[config.mk]
export PLATFORM = sky130hd
export DESIGN_NAME = seq_chunk_adder
export DESIGN_NICKNAME = d
export VERILOG_FILES = /design/src/rtl/seq_chunk_adder_pkg.sv /design/src/rtl/seq_chunk_adder_rca_slice.sv /design/src/rtl/seq_chunk_adder.sv
export SDC_FILE = /design/constraint.sdc
export NUM_CORES = 1
export LEC_CHECK = 0
export ABC_AREA = 0
export CORE_ASPECT_RATIO = 0.6
export CORE_UTILIZATION = 45
export CTS_CLUSTER_DIAMETER = 80
export DETAILED_ROUTE_END_ITERATION = 7
export PLACE_DENSITY_LB_ADDON = 0.05
export SETUP_SLACK_MARGIN = 0.02
export SLEW_MARGIN = 20
export SYNTH_ARGS = -nofsm -noshare
export SYNTH_HDL_FRONTEND = slang
export SYNTH_HIERARCHICAL = 1
export SYNTH_SLANG_ARGS = --single-unit
[constraint.sdc]
create_clock -name clk -period 2.8 [get_ports clk]
set_input_delay 0.56 -clock clk [delete_from_list [all_inputs] [get_ports clk]]
set_output_delay 0.56 -clock clk [all_outputs]
set_load 0.005 [all_outputs]
[src/rtl/seq_chunk_adder_pkg.sv]
// Shared definitions for the chunked sequential adder: FSM state encoding
// and a constant-function log2 used to size the slice index.
package seq_adder_pkg;

    typedef enum logic [1:0] {
        ST_IDLE = 2'd0,
        ST_RUN  = 2'd1,
        ST_DONE = 2'd2
    } state_t;

    // Ceiling log2 with a floor of 1 so a single-slice build still has a
    // one-bit index register.
    function automatic int clog2(input int n);
        int r;
        r = 0;
        for (int i = 0; i < 32; i++) begin
            if ((1 << r) < n) r = r + 1;
        end
        return (r < 1) ? 1 : r;
    endfunction

endpackage

[src/rtl/seq_chunk_adder_rca_slice.sv]
// Combinational CHUNK-bit ripple carry adder: one full-adder per bit.
// c_msb is the carry entering the top bit, used for signed overflow.
module rca_slice #(
    parameter int CHUNK = 4
) (
    input  logic [CHUNK-1:0] a,
    input  logic [CHUNK-1:0] b,
    input  logic             ci,
    output logic [CHUNK-1:0] s,
    output logic             co,
    output logic             c_msb
);

    logic [CHUNK:0] cc;

    assign cc[0] = ci;

    // Full-adder chain, carry ripples from bit 0 upwards.
    for (genvar i = 0; i < CHUNK; i++) begin : g_fa
        assign s[i]    = a[i] ^ b[i] ^ cc[i];
        assign cc[i+1] = (a[i] & b[i]) | (cc[i] & (a[i] ^ b[i]));
    end

    assign co    = cc[CHUNK];
    assign c_msb = cc[CHUNK-1];

endmodule

[src/rtl/seq_chunk_adder.sv]
// Multi-cycle adder: WIDTH-bit A+B+Cin computed CHUNK bits per clock with
// a registered carry between slices. One rca_slice instance is shared and
// fed the current slice via the idx mux.
// Optional feature macro: SEQ_ADDER_OVF_EN adds the OVF (signed overflow)
// output and its register.
//
// Handshake: ready=1 in IDLE and DONE; a request is accepted on any rising
// edge where start=1 and ready=1 (operands and Cin sampled on that edge).
// start while busy is ignored. done is a one-cycle pulse; S/Cout/OVF stay
// valid from done until the next accepted start.
module seq_chunk_adder
    import seq_adder_pkg::*;
#(
    parameter int WIDTH = 16,
    parameter int CHUNK = 4
) (
    input  logic             clk,
    input  logic             rst,
    input  logic             start,
    input  logic [WIDTH-1:0] A,
    input  logic [WIDTH-1:0] B,
    input  logic             Cin,
    output logic             ready,
    output logic             busy,
    output logic             done,
    output logic [WIDTH-1:0] S,
    output logic             Cout,
`ifdef SEQ_ADDER_OVF_EN
    output logic             OVF,
`endif
    output logic [1:0]       dbg_state
);

    localparam int NSLICE = WIDTH / CHUNK;
    localparam int IDXW   = clog2(NSLICE);

    state_t            state_q;
    state_t            state_d;
    logic [WIDTH-1:0]  a_q;
    logic [WIDTH-1:0]  b_q;
    logic              carry_q;
    logic [IDXW-1:0]   idx_q;
    logic [CHUNK-1:0]  sl_a;
    logic [CHUNK-1:0]  sl_b;
    logic [CHUNK-1:0]  sl_s;
    logic              sl_co;
    logic              accept;
    logic              last;

    assign accept    = start && (state_q != ST_RUN);
    assign last      = (state_q == ST_RUN) && (idx_q == IDXW'(NSLICE - 1));
    assign ready     = (state_q != ST_RUN);
    assign busy      = (state_q == ST_RUN);
    assign done      = (state_q == ST_DONE);
    assign dbg_state = state_q;

    // Select the operand slice addressed by idx.
    always_comb begin
        sl_a = '0;
        sl_b = '0;
        for (int k = 0; k < NSLICE; k++) begin
            if (idx_q == IDXW'(k)) begin
                sl_a = a_q[k*CHUNK +: CHUNK];
                sl_b = b_q[k*CHUNK +: CHUNK];
            end
        end
    end

`ifdef SEQ_ADDER_OVF_EN
    logic sl_c_msb;

    rca_slice #(.CHUNK(CHUNK)) u_slice (
        .a     (sl_a),
        .b     (sl_b),
        .ci    (carry_q),
        .s     (sl_s),
        .co    (sl_co),
        .c_msb (sl_c_msb)
    );
`else
    rca_slice #(.CHUNK(CHUNK)) u_slice (
        .a     (sl_a),
        .b     (sl_b),
        .ci    (carry_q),
        .s     (sl_s),
        .co    (sl_co),
        .c_msb ()
    );
`endif

    // FSM state register.
    always_ff @(posedge clk) begin
        if (rst) state_q <= ST_IDLE;
        else     state_q <= state_d;
    end

    // Next-state: DONE can go straight back to RUN on a held/new start.
    always_comb begin
        state_d = state_q;
        unique case (state_q)
            ST_IDLE: if (start) state_d = ST_RUN;
            ST_RUN:  if (last)  state_d = ST_DONE;
            ST_DONE: state_d = start ? ST_RUN : ST_IDLE;
            default: state_d = ST_IDLE;
        endcase
    end

    // Operand capture, per-slice accumulation and result registers.
    always_ff @(posedge clk) begin
        if (rst) begin
            a_q     <= '0;
            b_q     <= '0;
            carry_q <= 1'b0;
            idx_q   <= '0;
            S       <= '0;
            Cout    <= 1'b0;
`ifdef SEQ_ADDER_OVF_EN
            OVF     <= 1'b0;
`endif
        end else if (accept) begin
            a_q     <= A;
            b_q     <= B;
            carry_q <= Cin;
            idx_q   <= '0;
            S       <= '0;
            Cout    <= 1'b0;
`ifdef SEQ_ADDER_OVF_EN
            OVF     <= 1'b0;
`endif
        end else if (state_q == ST_RUN) begin
            for (int k = 0; k < NSLICE; k++) begin
                if (idx_q == IDXW'(k)) S[k*CHUNK +: CHUNK] <= sl_s;
            end
            carry_q <= sl_co;
            idx_q   <= idx_q + 1'b1;
            if (last) begin
                Cout <= sl_co;
`ifdef SEQ_ADDER_OVF_EN
                OVF  <= sl_c_msb ^ sl_co;
`endif
            end
        end
    end

endmodule

==> impl_metrics.yaml <==
critical_path:
  reg2reg_depth: 14
  crit_type: "flop to flop"
  r2r-end: "S[7]$_SDFFE_PP0P_"
  cp.arrival_ps: 3130
  reg2reg_from: "idx_q[0]$_SDFFE_PP0P_"
  cp.required_ps: 3000
  reg2reg_slack_ps: -130
  startpoint_type: "flop"
  critPathCaptureType: "flop"
  path_max_fanout: 5
yosys:
  synth_cells: 301
  syn_area_per_cell_sq_um: 8.23
  seq_area_frac_synth: 0.436
  mappedNetlistNets: 345
  syn_area_sq_um: 2480
  synth_cell_type_count: 26
  ys_seq_elements: 54
  yosysWarnings: 6
route:
  vias: 2336
  viasPerCell: 5.48
  drc: 6
  drt-total-wl_mm: 6.57
  detail-route-antenna-nets: 0
  first_pass_iters: 6
  drt-wirelength-per-cell_microns: 15.4
  initialDrtViolationCount: 148
die:
  fp-row-count: 20
  start_util: 0.478
  die_width_microns: 97.8
  num_io_pins: 58
  fp.dieH_microns: 59.5
  die_area_sq_um: 5820
  core_sq_um: 5180
timing:
  max_freq_ghz: 0.341
  rsz0062_at_grt: "true"
  fin_ws_ps: -131
  tightest_slew_ps: 904
  clock_skew_ps: 9.94
  slew_headroom: 0.397
  period_share: 1.05
  setup_viol: 4
  finalHoldViolations: 0
  min_period_ps: 2930
  finalMaxSlewViolations: 0
pwr:
  p_leak_nw: 1.17
  power_w: 0.00157
  p_per_area_nw_per_um2: 463
  irDropWorstVdd_v: 0.000232
placement:
  finalWeightedCongestion: 0.792
  post-dp-hpwl_mm: 4.62
  pre_cts_ws_ps: -159
  io_buffers: 57
  dp.cells: 415
cts:
  path_clk_slew_ps: 100
  cts_hold_buf: 0
  cts_tree: "built"
  root_buffer: "clkbuf_8"
  h-tree-depth: 2
  cts.sinks: 54
  numCtsBuffers: 5
  clk_latency_ps: 310
  clock_path_buffers: 2
layout:
  final_common_cell: "clkdlybuf4s50_1"
  final_nets: 403
  area_growth_pct: 36.5
  layout_common_cells: "clkdlybuf4s50_1, dfxtp_1, nand3_1"
  drive_gt1_frac: 0.181
  fin_cells: 426
  n_antenna_cell: 0
hold_path:
  min_path_cells: 2
  hp-start: "S[0]$_SDFFE_PP0P_"
  hp-class: "flop to flop"
  whs_endpoint: "S[0]$_SDFFE_PP0P_"
status:
  status: "complete, but fails checks"
  violations: "design-rule violations, negative setup slack"
global_route:
  grt_pass1_vias: 2062
  grt_usage: 0.233
  gr-total-overflow: 0
  grt_pass1_wl_mm: 10.5
  grt_max_degree: 52
  antenna_found_initial: 0
job:
  maxCapViolCount: 0
what timing repair did:
item | CTS | global route
endpoints found under the setup margin | 6 | 10
gates cloned | 0 | 0
pin swaps | 4 | 3
resized for setup | 2 | 12
buffers inserted | 2 | 1
worst max path at each step:
stage          slack, ps                 end                  start
4_1_cts             -140   S[7]$_SDFFE_PP0P_  idx_q[0]$_SDFFE_PP0P_
3_3_place_gp         -70  S[15]$_SDFFE_PP0P_  idx_q[0]$_SDFFE_PP0P_
2_1_floorplan        -10  S[15]$_SDFFE_PP0P_  idx_q[1]$_SDFFE_PP0P_
6_report            -130   S[7]$_SDFFE_PP0P_  idx_q[0]$_SDFFE_PP0P_
5_1_grt             -250  S[15]$_SDFFE_PP0P_  idx_q[0]$_SDFFE_PP0P_
3_5_place_dp        -160   S[7]$_SDFFE_PP0P_  idx_q[0]$_SDFFE_PP0P_
registers in the layout, summed over array words and instances (netlist names):
| name | cells |
|---|---|
| carry_q | 1 |
| Cout | 1 |
| dbg_state | 2 |
| b_q | 16 |
| a_q | 16 |
| idx_q | 2 |
| S | 16 |
critical path: stages (launching register included):
cell	delay (ps)
dfxtp_4	380
inv_4	70
ha_4	120
nor2b_4	130
buf_6	120
a221oi_4	70
o31ai_2	240
fa_2	250
inv_2	40
fa_2	330
fa_2	340
inv_2	70
fa_2	480
nand3_1	110
a21oi_1	60
kinds of logic (layout without fill, tap and decap cells):
kind of cell | count (synthesis) | count (layout) | synth area share
AOI/OAI and AO/OA | 102 | 102 | 0.245
adders and majority gates | 8 | 8 | 0.0525
buffers and inverters | 40 | 99 | 0.0737
DFF | 54 | 54 | 0.436
muxes | 1 | 1 | 0.00404
and+or+nand+nor | 96 | 96 | 0.188
Yosys cell counts:
master / number / share of area
nand3_1: 49 / 0.099
inv_1: 11 / 0.017
o22a_1: 1 / 0.0035
mux2i_1: 1 / 0.0040
buf_6: 2 / 0.0091
buf_4: 1 / 0.0030
o21ai_0: 27 / 0.055
nand2b_2: 1 / 0.0035
dfxtp_1: 54 / 0.44
a221oi_1: 8 / 0.028
inv_2: 1 / 0.0015
a21oi_2: 10 / 0.035
nand2_1: 29 / 0.044
fa_1: 4 / 0.032
nor2_1: 3 / 0.0045
a211oi_1: 1 / 0.0030
nor2b_1: 10 / 0.025
a21oi_1: 41 / 0.083
nand3b_1: 4 / 0.012
clkbuf_1: 11 / 0.017
a21o_1: 1 / 0.0030
o31ai_1: 8 / 0.024
buf_1: 3 / 0.0045
buf_2: 11 / 0.022
ha_1: 4 / 0.020
o21ai_1: 5 / 0.010
power by group:
part / internal (W) / switching, W
logic: 0.000138 / 0.000154
clock network: 0.000200 / 0.000246
registers: 0.000802 / 0.0000266
total: 0.00114 / 0.000427
cell type report:
| class | count | area [sq um] |
|---|---|---|
| fill | 456 | 1800 |
| tap | 66 | 82.6 |
| timing repair buffer | 79 | 756 |
| sequential | 54 | 1090 |
| clock inverter | 1 | 5.00 |
| inverter | 12 | 47.5 |
| multi-input combinational | 207 | 1320 |
| clock buffer | 7 | 86.3 |
through the flow:
stage | hold WS, ps | area [sq um] | setup TNS, ps | utilization
floorplan | 451 | 2550 | -52.6 | -
global placement | 447 | 3210 | -277 | 0.619
detailed placement | 451 | 3210 | -605 | 0.619
CTS | 466 | 3320 | -534 | 0.640
global route | 475 | 3380 | -1000 | 0.653
finish | 465 | 3380 | -474 | 0.653
routing by layer:
layer,vias to the layer above,GRT usage,share of wire,routed length [microns]
met3,5,0.0519,0.070,461
met1,1083,0.359,0.53,3510
li1,1171,-,-,-
met5,-,0,0,0
met4,0,0.0455,0.0058,38
met2,77,0.330,0.39,2560
Note: power is estimated with default switching activity, not from simulation.
